===== src/rtl/mem_access_ctrl.sv =====
// MEM-stage data-memory access sequencer: req/ack handshake with a multi-cycle
// memory, pipeline hold generation, stall/access counters and a sticky timeout error.
module mem_access_ctrl #(
   parameter int unsigned TIMEOUT = 255,
   parameter int unsigned TO_W    = 8
) (
   input  logic        clk_i,
   input  logic        start_i,
   input  logic        MemRead_i,
   input  logic        MemWrite_i,
   input  logic [31:0] addr_i,
   input  logic [31:0] wdata_i,
   input  logic        mem_ack_i,
   input  logic [31:0] mem_rdata_i,
   output logic        mem_req_o,
   output logic        mem_we_o,
   output logic [31:0] mem_addr_o,
   output logic [31:0] mem_wdata_o,
   output logic        stall_o,
   output logic [31:0] rdata_o,
   output logic        rdata_valid_o,
   output logic        err_o,
   output logic [31:0] stall_cnt_o,
   output logic [31:0] access_cnt_o
);

   localparam int unsigned DW = 32;
   localparam bit             TO_EN   = (TIMEOUT != 0);
   localparam logic [TO_W-1:0] TO_LAST = TO_W'(TIMEOUT - 1);

   typedef enum logic [1:0] {IDLE, BUSY, DONE} state_t;

   state_t          state_q, state_d;
   logic            req_q, req_d;
   logic            we_q, we_d;
   logic [DW-1:0]   addr_q, addr_d;
   logic [DW-1:0]   wdata_q, wdata_d;
   logic [DW-1:0]   rdata_q, rdata_d;
   logic            valid_q, valid_d;
   logic            err_q, err_d;
   logic [TO_W-1:0] to_q, to_d;
   logic [DW-1:0]   stall_cnt_q, stall_cnt_d;
   logic [DW-1:0]   access_cnt_q, access_cnt_d;
   logic            acc;
   logic            done_evt;

   assign acc = MemRead_i | MemWrite_i;

   // Next-state, handshake and datapath capture
   always_comb begin
      state_d  = state_q;
      req_d    = req_q;
      we_d     = we_q;
      addr_d   = addr_q;
      wdata_d  = wdata_q;
      rdata_d  = rdata_q;
      valid_d  = valid_q;
      err_d    = err_q;
      to_d     = to_q;
      stall_o  = 1'b0;
      done_evt = 1'b0;
      case (state_q)
         IDLE: begin
            if (acc) begin
               stall_o = 1'b1;
               state_d = BUSY;
               addr_d  = addr_i;
               wdata_d = wdata_i;
               we_d    = MemWrite_i;
               req_d   = 1'b1;
               to_d    = '0;
            end
         end
         BUSY: begin
            stall_o = 1'b1;
            if (mem_ack_i) begin
               req_d    = 1'b0;
               if (!we_q) begin
                  rdata_d = mem_rdata_i;
                  valid_d = 1'b1;
               end
               state_d  = DONE;
               done_evt = 1'b1;
            end else if (TO_EN && (to_q == TO_LAST)) begin
               req_d    = 1'b0;
               err_d    = 1'b1;
               rdata_d  = '0;
               valid_d  = !we_q;
               state_d  = DONE;
               done_evt = 1'b1;
            end else begin
               to_d = to_q + TO_W'(1);
            end
         end
         DONE: begin
            // Inputs still hold the completed instruction here, so acc is ignored
            valid_d = 1'b0;
            state_d = IDLE;
         end
         default: state_d = IDLE;
      endcase
   end

   // Saturating counters
   always_comb begin
      stall_cnt_d  = stall_cnt_q;
      access_cnt_d = access_cnt_q;
      if (stall_o && (stall_cnt_q != '1))
         stall_cnt_d = stall_cnt_q + DW'(1);
      if (done_evt && (access_cnt_q != '1))
         access_cnt_d = access_cnt_q + DW'(1);
   end

   always_ff @(posedge clk_i or negedge start_i) begin
      if (!start_i) begin
         state_q      <= IDLE;
         req_q        <= 1'b0;
         we_q         <= 1'b0;
         addr_q       <= '0;
         wdata_q      <= '0;
         rdata_q      <= '0;
         valid_q      <= 1'b0;
         err_q        <= 1'b0;
         to_q         <= '0;
         stall_cnt_q  <= '0;
         access_cnt_q <= '0;
      end else begin
         state_q      <= state_d;
         req_q        <= req_d;
         we_q         <= we_d;
         addr_q       <= addr_d;
         wdata_q      <= wdata_d;
         rdata_q      <= rdata_d;
         valid_q      <= valid_d;
         err_q        <= err_d;
         to_q         <= to_d;
         stall_cnt_q  <= stall_cnt_d;
         access_cnt_q <= access_cnt_d;
      end
   end

   assign mem_req_o     = req_q;
   assign mem_we_o      = we_q;
   assign mem_addr_o    = addr_q;
   assign mem_wdata_o   = wdata_q;
   assign rdata_o       = rdata_q;
   assign rdata_valid_o = valid_q;
   assign err_o         = err_q;
   assign stall_cnt_o   = stall_cnt_q;
   assign access_cnt_o  = access_cnt_q;

endmodule

===== config.mk =====
export PLATFORM = sky130hd
export DESIGN_NAME = mem_access_ctrl
export DESIGN_NICKNAME = d
export VERILOG_FILES = /design/src/rtl/mem_access_ctrl.sv
export SDC_FILE = /design/constraint.sdc
export NUM_CORES = 1
export LEC_CHECK = 0
export BUFFER_PORTS_ARGS = -buffer_cell sky130_fd_sc_hd__buf_2
export CAP_MARGIN = 20
export CORE_MARGIN = 2
export CORE_UTILIZATION = 35
export DETAILED_ROUTE_END_ITERATION = 6
export MAX_ROUTING_LAYER = met4
export SYNTH_ARGS = -nofsm -noshare
export SYNTH_HDL_FRONTEND = slang
export SYNTH_SLANG_ARGS = --single-unit

===== constraint.sdc =====
create_clock -name clk_i -period 2.6 [get_ports clk_i]
set_clock_uncertainty 0.15 [all_clocks]
set_input_delay 0.52 -clock clk_i [delete_from_list [all_inputs] [get_ports clk_i]]
set_output_delay 0.52 -clock clk_i [all_outputs]
set_load 0.05 [all_outputs]

==> impl_metrics.py, run 1 <==
metrics = {
    "critical_path": {
        "r2r_end": "stall_cnt_o[27]$_DFFE_PN0P_",
        "end_kind": "output port",
        "crit_fanout": 5,
        "cp.required_ps": 1930,
        "cp.arrival_ps": 1760,
        "cp-start-kind": "flip-flop",
        "critical_path.endpoint": "stall_o",
        "critical_path_class": "flip-flop to output port",
        "r2r-start": "stall_cnt_o[8]$_DFFE_PN0P_",
        "startpoint": "state_q[0]$_DFFE_PN0P_",
        "rrSetupSlack_ps": 260,
        "reg2regPathDepth": 5,
    },
    "min_path": {
        "min_path_type": "input pin to flip-flop",
    },
    "sta": {
        "fin_crit_ps": 2430,
        "fin_crit_sh_pct": 93.3,
        "setup_slack_ps": 174,
        "max_freq_mhz": 412,
        "hold_viol_final": 0,
        "fin_hold_ws_ps": 156,
        "fin_tns_setup_ps": 0,
        "slew_headroom_pct": 43.9,
        "setup_viol": 0,
        "rsz0062_at_grt": "false",
        "slew_viol_final": 0,
        "worst_pin_slew_ps": 842,
    },
    "synthesis": {
        "yosysUniqueCellTypes": 52,
        "synth.net_count": 673,
        "syn-instance-count": 568,
        "seq_area_frac_synth_pct": 59.2,
        "syn_area_um2": 7350,
        "yosys_warnings": 0,
        "async_flop_share_pct": 100,
        "synth_area_per_cell_um2": 12.9,
        "synth-main-ff-cell": "dfrtp_1",
        "ys_seq_elements": 174,
        "synth_edf_count": 0,
    },
    "finish": {
        "final_cell_count_no_fill": 1138,
        "layout_common_cells": "buf_2 (264), dfrtp_1 (174), mux2_2 (66), xnor2_1 (51), nand3_1 (35)",
        "layout_commonest_cell": "buf_2",
        "drive_above_1_share_pct": 46.1,
        "area_growth_pct": 32.4,
        "antennaDiodeCount": 0,
        "nNetsFinal": 955,
        "final_area_um2": 9730,
        "nFillCells": 1962,
    },
    "global_routing": {
        "overflow": 0,
        "grt_max_degree": 56,
        "grt_use_total_pct": 17.3,
        "antenna_found_initial": 0,
        "grt_first_pass_wirelength_um": 29500,
        "grt_pass1_vias": 5662,
    },
    "detailed_routing": {
        "drt-total-wl_um": 18500,
        "drtIter0Drc": 270,
        "wl_per_cell_um": 16.3,
        "drc": 0,
        "ant_nets": 0,
        "via_count": 5631,
        "dr.pass1.iters": 5,
        "vias_per_cell": 4.95,
    },
    "floorplan": {
        "dieArea_um2": 22200,
        "die_h_um": 149,
        "start_util_pct": 35.3,
        "dieWidth_um": 149,
        "pin_count": 266,
        "placementRows": 53,
        "fp.coreArea_um2": 20800,
    },
    "clock_network": {
        "cts_tree": "built",
        "clkSinkCount": 174,
        "cts_buffers": 17,
        "cts_root_buf": "clkbuf_16",
        "cts_buffer_depth": 2,
        "cts_resized": 0,
        "clk_pin_slew_ps": 70,
        "htree_num_levels": 4,
        "clk-insertion-delay-late_ps": 420,
    },
    "placed_design": {
        "pre_cts_ws_ps": 190,
        "dp_hpwl_um": 13400,
        "place_congestion": 0.775,
        "placed_cell_area_um2": 9120,
        "port_buffers": 265,
        "post-place-cells": 1105,
    },
    "power": {
        "p_leak_nw": 4.74,
        "ir_worst_vdd_mv": 0.804,
        "p_per_area_nw_per_um2": 1320,
    },
    "run": {
        "cap_violations": 0,
    },
    "outcome": {
        "outcome": "finished, final reports clean",
    },
}
[area by class of cell]
type | instances | area [um2] | area share, %
Clock buffer | 18 | 429 | 4.41
Clock inverter | 14 | 176 | 1.81
Inverter | 8 | 30.0 | 0.308
Multi-Input combinational cell | 365 | 2890 | 29.6
Sequential cell | 174 | 4350 | 44.7
Tap cell | 275 | 344 | 3.53
Timing Repair Buffer | 284 | 1520 | 15.6
[worst max-delay path, cell delays in order, from the launching register on]
cell	delay, ps
dfrtp_1	450
nor3_1	390
or2_2	230
inv_1	60
buf_2	200
[sequential cells by signal, summed over array words and instances (netlist names)]
signal         flops
rdata_valid_o      1
mem_req_o          1
mem_wdata_o       32
to_q               8
mem_we_o           1
mem_addr_o        32
rdata_o           32
state_q            2
stall_cnt_o       32
err_o              1
access_cnt_o      32
[metrics by stage]
step,utilization [%],power (mW)
CTS,46.7,13.0
detailed placement,43.8,10.3
global placement,43.8,10.2
floorplan,-,8.69
global route,46.7,13.4
finish,46.7,12.8
[kinds of logic after synthesis]
family,synth area share [%]
AOI/OAI and AO/OA,7.28
buffers and inverters,1.68
DFF,59.2
adders and majority gates,0.681
and+or+nand+nor,13.7
muxes,10.4
xor gates and xnor gates,7.03
[what timing repair did]
item | CTS | global route
hold buffers | 1 | 0
endpoints found under the hold margin | 44 | 0
buffers inserted | 0 | 0
[cell usage after synthesis, drive strengths merged (4+ instances only)]
library cell  number  area, um2
dfrtp            174       4350
mux2              68        766
xnor2             51        447
nand3             35        175
a22o              33        289
nand4             31        209
and3              23        144
nand2             22       82.6
nor2              18       75.1
clkbuf            12       48.8
o21ai             12       60.1
nor3              10       61.3
buf                9       45.0
inv                8       30.0
xor2               8       70.1
and4               7       62.6
a31oi              4       46.3
ha                 4       50.1
[how the worst min path moves through the flow]
stage               cells past startpoint  slack [ps]                     endpoint                   startpoint
finish                                  2         160      rdata_o[13]$_DFFE_PN0P_              mem_rdata_i[13]
global route                            2         140       rdata_o[3]$_DFFE_PN0P_               mem_rdata_i[3]
CTS                                     2         130      rdata_o[13]$_DFFE_PN0P_              mem_rdata_i[13]
detailed placement                      1         320            err_o$_DFFE_PN0P_            err_o$_DFFE_PN0P_
global placement                        1         320  stall_cnt_o[10]$_DFFE_PN0P_  stall_cnt_o[10]$_DFFE_PN0P_
floorplan                               0          70  access_cnt_o[0]$_DFFE_PN0P_                      start_i
[per-layer routing]
layer / wire [um] / share of wire, % / track usage (%) / vias up
li1: - / - / - / 2653
met1: 8250 / 45 / 21.8 / 2791
met2: 9140 / 49 / 28.1 / 170
met3: 852 / 4.6 / 4.19 / 17
met4: 261 / 1.4 / 4.76 / 0
met5: 0 / 0 / - / -
[where the power goes]
group / total (mW) / leakage [nW] / switching [mW] / internal [mW]
clock: 2.62 / 0.287 / 1.16 / 1.46
sequential: 4.18 / 2.19 / 0.581 / 3.60
combinational: 6.00 / 2.26 / 4.32 / 1.68
(Power assumes the default switching activity.)
==> inputs of run 2 (changes only) <==
Settings changed: CAP_MARGIN 20 to unset, CORE_MARGIN 2 to 1.5, CORE_UTILIZATION 35 to 50, PLACE_DENSITY set to 0.8.
==> impl_metrics.py, run 2 (synthesis gave the netlist of run 1 again) <==
metrics = {
    "outcome": {
        "outcome": "finished, final reports clean",
    },
    "floorplan": {
        "placementRows": 44,
        "fp.coreArea_um2": 14400,
        "start_util_pct": 51.0,
        "die_h_um": 124,
        "dieArea_um2": 15400,
        "pin_count": 266,
        "dieWidth_um": 124,
    },
    "clock_network": {
        "cts_buffers": 17,
        "htree_num_levels": 4,
        "cts_root_buf": "clkbuf_16",
        "cts_tree": "built",
        "cts_resized": 0,
        "clk_pin_slew_ps": 60,
        "clk-insertion-delay-late_ps": 420,
        "clkSinkCount": 174,
        "cts_buffer_depth": 2,
        "post_cts_buffers": 0,
    },
    "power": {
        "p_per_area_nw_per_um2": 1330,
        "p_leak_nw": 4.75,
        "power.total_mw": 12.8,
        "ir_worst_vdd_mv": 1.13,
    },
    "critical_path": {
        "end_kind": "output port",
        "cpMaxStageDelayCell": "dfrtp_1",
        "cp.required_ps": 1930,
        "crit_fanout": 5,
        "crit_chain": "nor3_1 -> or2_2 -> inv_1 -> buf_2",
        "cp-start-kind": "flip-flop",
        "cp.arrival_ps": 1650,
        "slowest_delay_ps": 420,
        "critical_path_class": "flip-flop to output port",
    },
    "global_routing": {
        "grt_pass1_vias": 5890,
        "grt_first_pass_wirelength_um": 29300,
        "overflow": 0,
        "antenna_found_initial": 1,
        "grt_use_total_pct": 24.3,
        "grt_max_degree": 65,
    },
    "detailed_routing": {
        "via_count": 5662,
        "drc": 0,
        "wl_per_cell_um": 17.0,
        "vias_per_cell": 5.41,
        "drtIter0Drc": 311,
        "drt-total-wl_um": 17800,
        "ant_nets": 0,
        "dr.pass1.iters": 6,
    },
    "finish": {
        "nNetsFinal": 955,
        "nFillCells": 1120,
        "finish.utilization_pct": 66.8,
        "layout_common_cells": "buf_2 (264), dfrtp_1 (174), mux2_2 (66), xnor2_1 (51), nand3_1 (35)",
        "final_area_um2": 9630,
        "multi_input_area_um2": 2890,
        "layout_commonest_cell": "buf_2",
        "area_growth_pct": 31.0,
        "drive_above_1_share_pct": 46.2,
        "regArea_um2": 4350,
    },
    "sta": {
        "fin_crit_sh_pct": 89.1,
        "rsz0062_at_grt": "false",
        "fin_tns_setup_ps": 0,
        "slew_viol_final": 0,
        "hold_viol_final": 0,
        "slew_headroom_pct": 65.7,
        "max_freq_mhz": 431,
        "setup_viol": 0,
        "fin_crit_ps": 2320,
        "worst_pin_slew_ps": 513,
    },
    "run": {
        "cap_violations": 0,
    },
    "placed_design": {
        "port_buffers": 265,
        "place_congestion": 0.802,
        "dp_hpwl_um": 13000,
        "placed_cell_area_um2": 9000,
    },
    "min_path": {
        "min_path_type": "input pin to flip-flop",
    },
}
## run 2: power breakdown
group          leakage (nW)  total (mW)  internal [mW]  switching, mW
Clock                 0.297        2.63           1.57           1.06
Combinational          2.26        5.96           1.66           4.31
Sequential             2.19        4.22           3.60          0.611
## run 2: worst paths after layout
check                                       startpoint                      endpoint  slack (ps)  cells after the start
min in group asynchronous                      start_i    mem_addr_o[16]$_DFFE_PN0P_         470                      2
worst max register to register     to_q[0]$_DFFE_PN0P_  access_cnt_o[12]$_DFFE_PN0P_         350                      8
worst min register to register       err_o$_DFFE_PN0P_             err_o$_DFFE_PN0P_         330                      1
max in group asynchronous                      start_i   stall_cnt_o[21]$_DFFE_PN0P_        1140                      3
worst min-delay path                    mem_rdata_i[5]        rdata_o[5]$_DFFE_PN0P_         160                      2
worst max-delay path            state_q[0]$_DFFE_PN0P_                       stall_o         280                      4
## run 2: per-stage QoR
step                      worst slack, ps  hold slack (ps)  cells
final                                 282              162   1047
after global routing                  171              142   1047
after CTS                             256              143   1046
after detailed placement              364              314   1014
after global placement                438              310   1014
after floorplan                       153             74.4    568
## run 2: routing by layer
metal,routed length [um],track usage [%],vias up,share of wire [%]
met1,7530,30.4,2776,42
li1,-,-,2655,-
met2,8850,39.2,201,50
met3,992,5.67,30,5.6
met5,0,-,-,0
met4,399,8.59,0,2.2
## run 2: layout make-up
cell class	count	share of cell area (%)
Sequential cell	174	45.2
Multi-Input combinational cell	365	30.0
Timing Repair Buffer	284	15.7
Clock buffer	19	4.70
Tap cell	184	2.39
Clock inverter	12	1.68
Inverter	8	0.312
Antenna cell	1	0.0260
## run 2: repair_timing
item | in CTS | in global routing
hold buffers | 1 | 0
endpoints found under the hold margin | 46 | 0
endpoints found under the setup margin | 0 | 0
## run 2: worst max-delay path: cells and delay by family (launching register included)
family                 cells  cell delay, ps
DFF                        1             420
buffers and inverters      2             270
and+or+nand+nor            2             550
==> inputs of run 3 (changes only) <==
--- a/config.mk
+++ b/config.mk
@@ -10,2 +10,3 @@
 export CORE_UTILIZATION = 50
+export CTS_CLUSTER_SIZE = 12
 export DETAILED_ROUTE_END_ITERATION = 6
==> constraint.sdc (replaced) <==
create_clock -name clk_i -period 2.6 [get_ports clk_i]
set_clock_uncertainty 0.15 [all_clocks]
set_input_delay 0.39 -clock clk_i [delete_from_list [all_inputs] [get_ports clk_i]]
set_output_delay 0.39 -clock clk_i [all_outputs]
set_load 0.05 [all_outputs]
==> impl_metrics.py, run 3 (synthesis gave the netlist of run 1 again) <==
metrics = {
    "floorplan": {
        "pin_count": 266,
        "fp.coreArea_um2": 14400,
        "die_h_um": 124,
        "start_util_pct": 51.0,
        "dieArea_um2": 15400,
        "dieWidth_um": 124,
        "placementRows": 44,
    },
    "critical_path": {
        "cpMaxStageDelayCell": "a311oi_2",
        "reg2regPathDepth": 6,
        "critical_path.endpoint": "stall_cnt_o[23]$_DFFE_PN0P_",
        "rrSetupSlack_ps": 260,
        "cp-start-kind": "flip-flop",
        "r2r-start": "stall_cnt_o[0]$_DFFE_PN0P_",
        "crit_cells": 6,
        "cp.required_ps": 2750,
        "startpoint": "stall_cnt_o[0]$_DFFE_PN0P_",
        "slowest_delay_ps": 770,
        "cp_top_family": "compound AO/OA/AOI/OAI gates",
        "critical_path_class": "flip-flop to flip-flop",
        "crit_chain": "ha_1 -> nand4_4 -> nor4_4 -> a311oi_2 -> nand4_1 -> xnor2_1",
        "path_buf_inv": 0,
        "end_kind": "flip-flop",
        "cp.arrival_ps": 2500,
        "r2r_end": "stall_cnt_o[23]$_DFFE_PN0P_",
        "crit_fanout": 12,
    },
    "placed_design": {
        "dp_hpwl_um": 12600,
        "pre_cts_ws_ps": 278,
        "port_buffers": 265,
        "placed_cell_area_um2": 8950,
        "place_congestion": 0.812,
    },
    "finish": {
        "layout_commonest_cell": "buf_2",
        "finish.utilization_pct": 66.2,
        "final_area_um2": 9550,
        "layout_common_cells": "buf_2 (264), dfrtp_1 (174), mux2_2 (66), xnor2_1 (51), nand3_1 (35)",
        "area_growth_pct": 29.9,
        "drive_above_1_share_pct": 45.6,
        "nNetsFinal": 950,
    },
    "sta": {
        "setup_viol": 0,
        "fin_crit_ps": 2340,
        "setup_slack_ps": 257,
        "worst_pin_slew_ps": 845,
        "hold_viol_final": 0,
        "slew_headroom_pct": 43.7,
        "rsz0062_at_grt": "false",
        "slew_viol_final": 0,
        "max_freq_mhz": 427,
        "fin_crit_sh_pct": 90.1,
        "fin_tns_setup_ps": 0,
    },
    "min_path": {
        "min_path_type": "input pin to flip-flop",
    },
    "clock_network": {
        "cts_resized": 0,
        "cts_tree": "built",
        "cts_root_buf": "clkbuf_16",
        "htree_num_levels": 4,
        "clkSinkCount": 174,
        "cts_buffers": 17,
        "post_cts_buffers": 0,
        "clk-insertion-delay-late_ps": 420,
        "cts_buffer_depth": 2,
        "ctsHoldBuffers": 1,
        "clk_pin_slew_ps": 60,
    },
    "power": {
        "ir_worst_vdd_mv": 1.16,
        "p_per_area_nw_per_um2": 1330,
        "power.total_mw": 12.7,
        "p_leak_nw": 4.71,
    },
    "global_routing": {
        "grt_pass1_vias": 5952,
        "grt_use_total_pct": 24.2,
        "grt_first_pass_wirelength_um": 29300,
        "grt_max_degree": 75,
        "antenna_found_initial": 2,
        "overflow": 0,
    },
    "detailed_routing": {
        "drc": 0,
        "dr.pass1.iters": 5,
        "drtIter0Drc": 424,
        "via_count": 5786,
        "vias_per_cell": 5.55,
        "wl_per_cell_um": 16.9,
        "drt-total-wl_um": 17700,
        "ant_nets": 0,
    },
    "run": {
        "cap_violations": 0,
    },
    "outcome": {
        "outcome": "finished, final reports clean",
    },
}
[run 3: cell types whose count changed in the layout (fill, tap and decap cells not counted), sizes merged]
cell,before,now
clkbuf,19,22
diode,1,2
bufinv,3,2
buf,283,278
clkinv,5,4
clkinvlp,2,1
[run 3: layout make-up]
| type | instances | area [um2] |
|---|---|---|
| Inverter | 8 | 30.0 |
| Fill cell | 1122 | 4870 |
| Antenna cell | 2 | 5.00 |
| Timing Repair Buffer | 279 | 1470 |
| Multi-Input combinational cell | 365 | 2890 |
| Tap cell | 184 | 230 |
| Clock inverter | 9 | 109 |
| Sequential cell | 174 | 4350 |
| Clock buffer | 22 | 474 |
[run 3: worst min-delay path by stage]
stage | end | from | depth (start not counted)
final | rdata_o[3]$_DFFE_PN0P_ | mem_rdata_i[3] | 2
after detailed placement | mem_addr_o[18]$_DFFE_PN0P_ | start_i | 1
after global routing | rdata_o[24]$_DFFE_PN0P_ | mem_rdata_i[24] | 2
after floorplan | access_cnt_o[0]$_DFFE_PN0P_ | start_i | 0
after global placement | mem_addr_o[18]$_DFFE_PN0P_ | start_i | 1
after CTS | rdata_o[3]$_DFFE_PN0P_ | mem_rdata_i[3] | 2
[run 3: where the power goes]
part	switching, mW	internal (mW)	total [mW]
clock network	1.02	1.49	2.51
logic	4.32	1.65	5.96
registers	0.603	3.61	4.21
[run 3: per-layer routing]
metal / part of all wire [%] / up-vias / track usage [%]
li1: - / 2648 / -
met1: 43 / 2872 / 30.7
met5: 0 / - / -
met4: 2.3 / 0 / 8.86
met3: 5.5 / 37 / 6.31
met2: 50 / 229 / 37.7
[run 3: through the flow]
step                instances  hold slack (ps)
finish                   1043             35.8
global route             1043             16.5
CTS                      1041             15.1
detailed placement       1009              171
global placement         1009              174
floorplan                 568            -55.6
[run 3: worst reg2reg max path, cell delays in order (launching register included)]
cell      delay, ps
dfrtp_1         430
ha_1            270
nand4_4         140
nor4_4           80
a311oi_2        770
nand4_1         220
xnor2_1         170
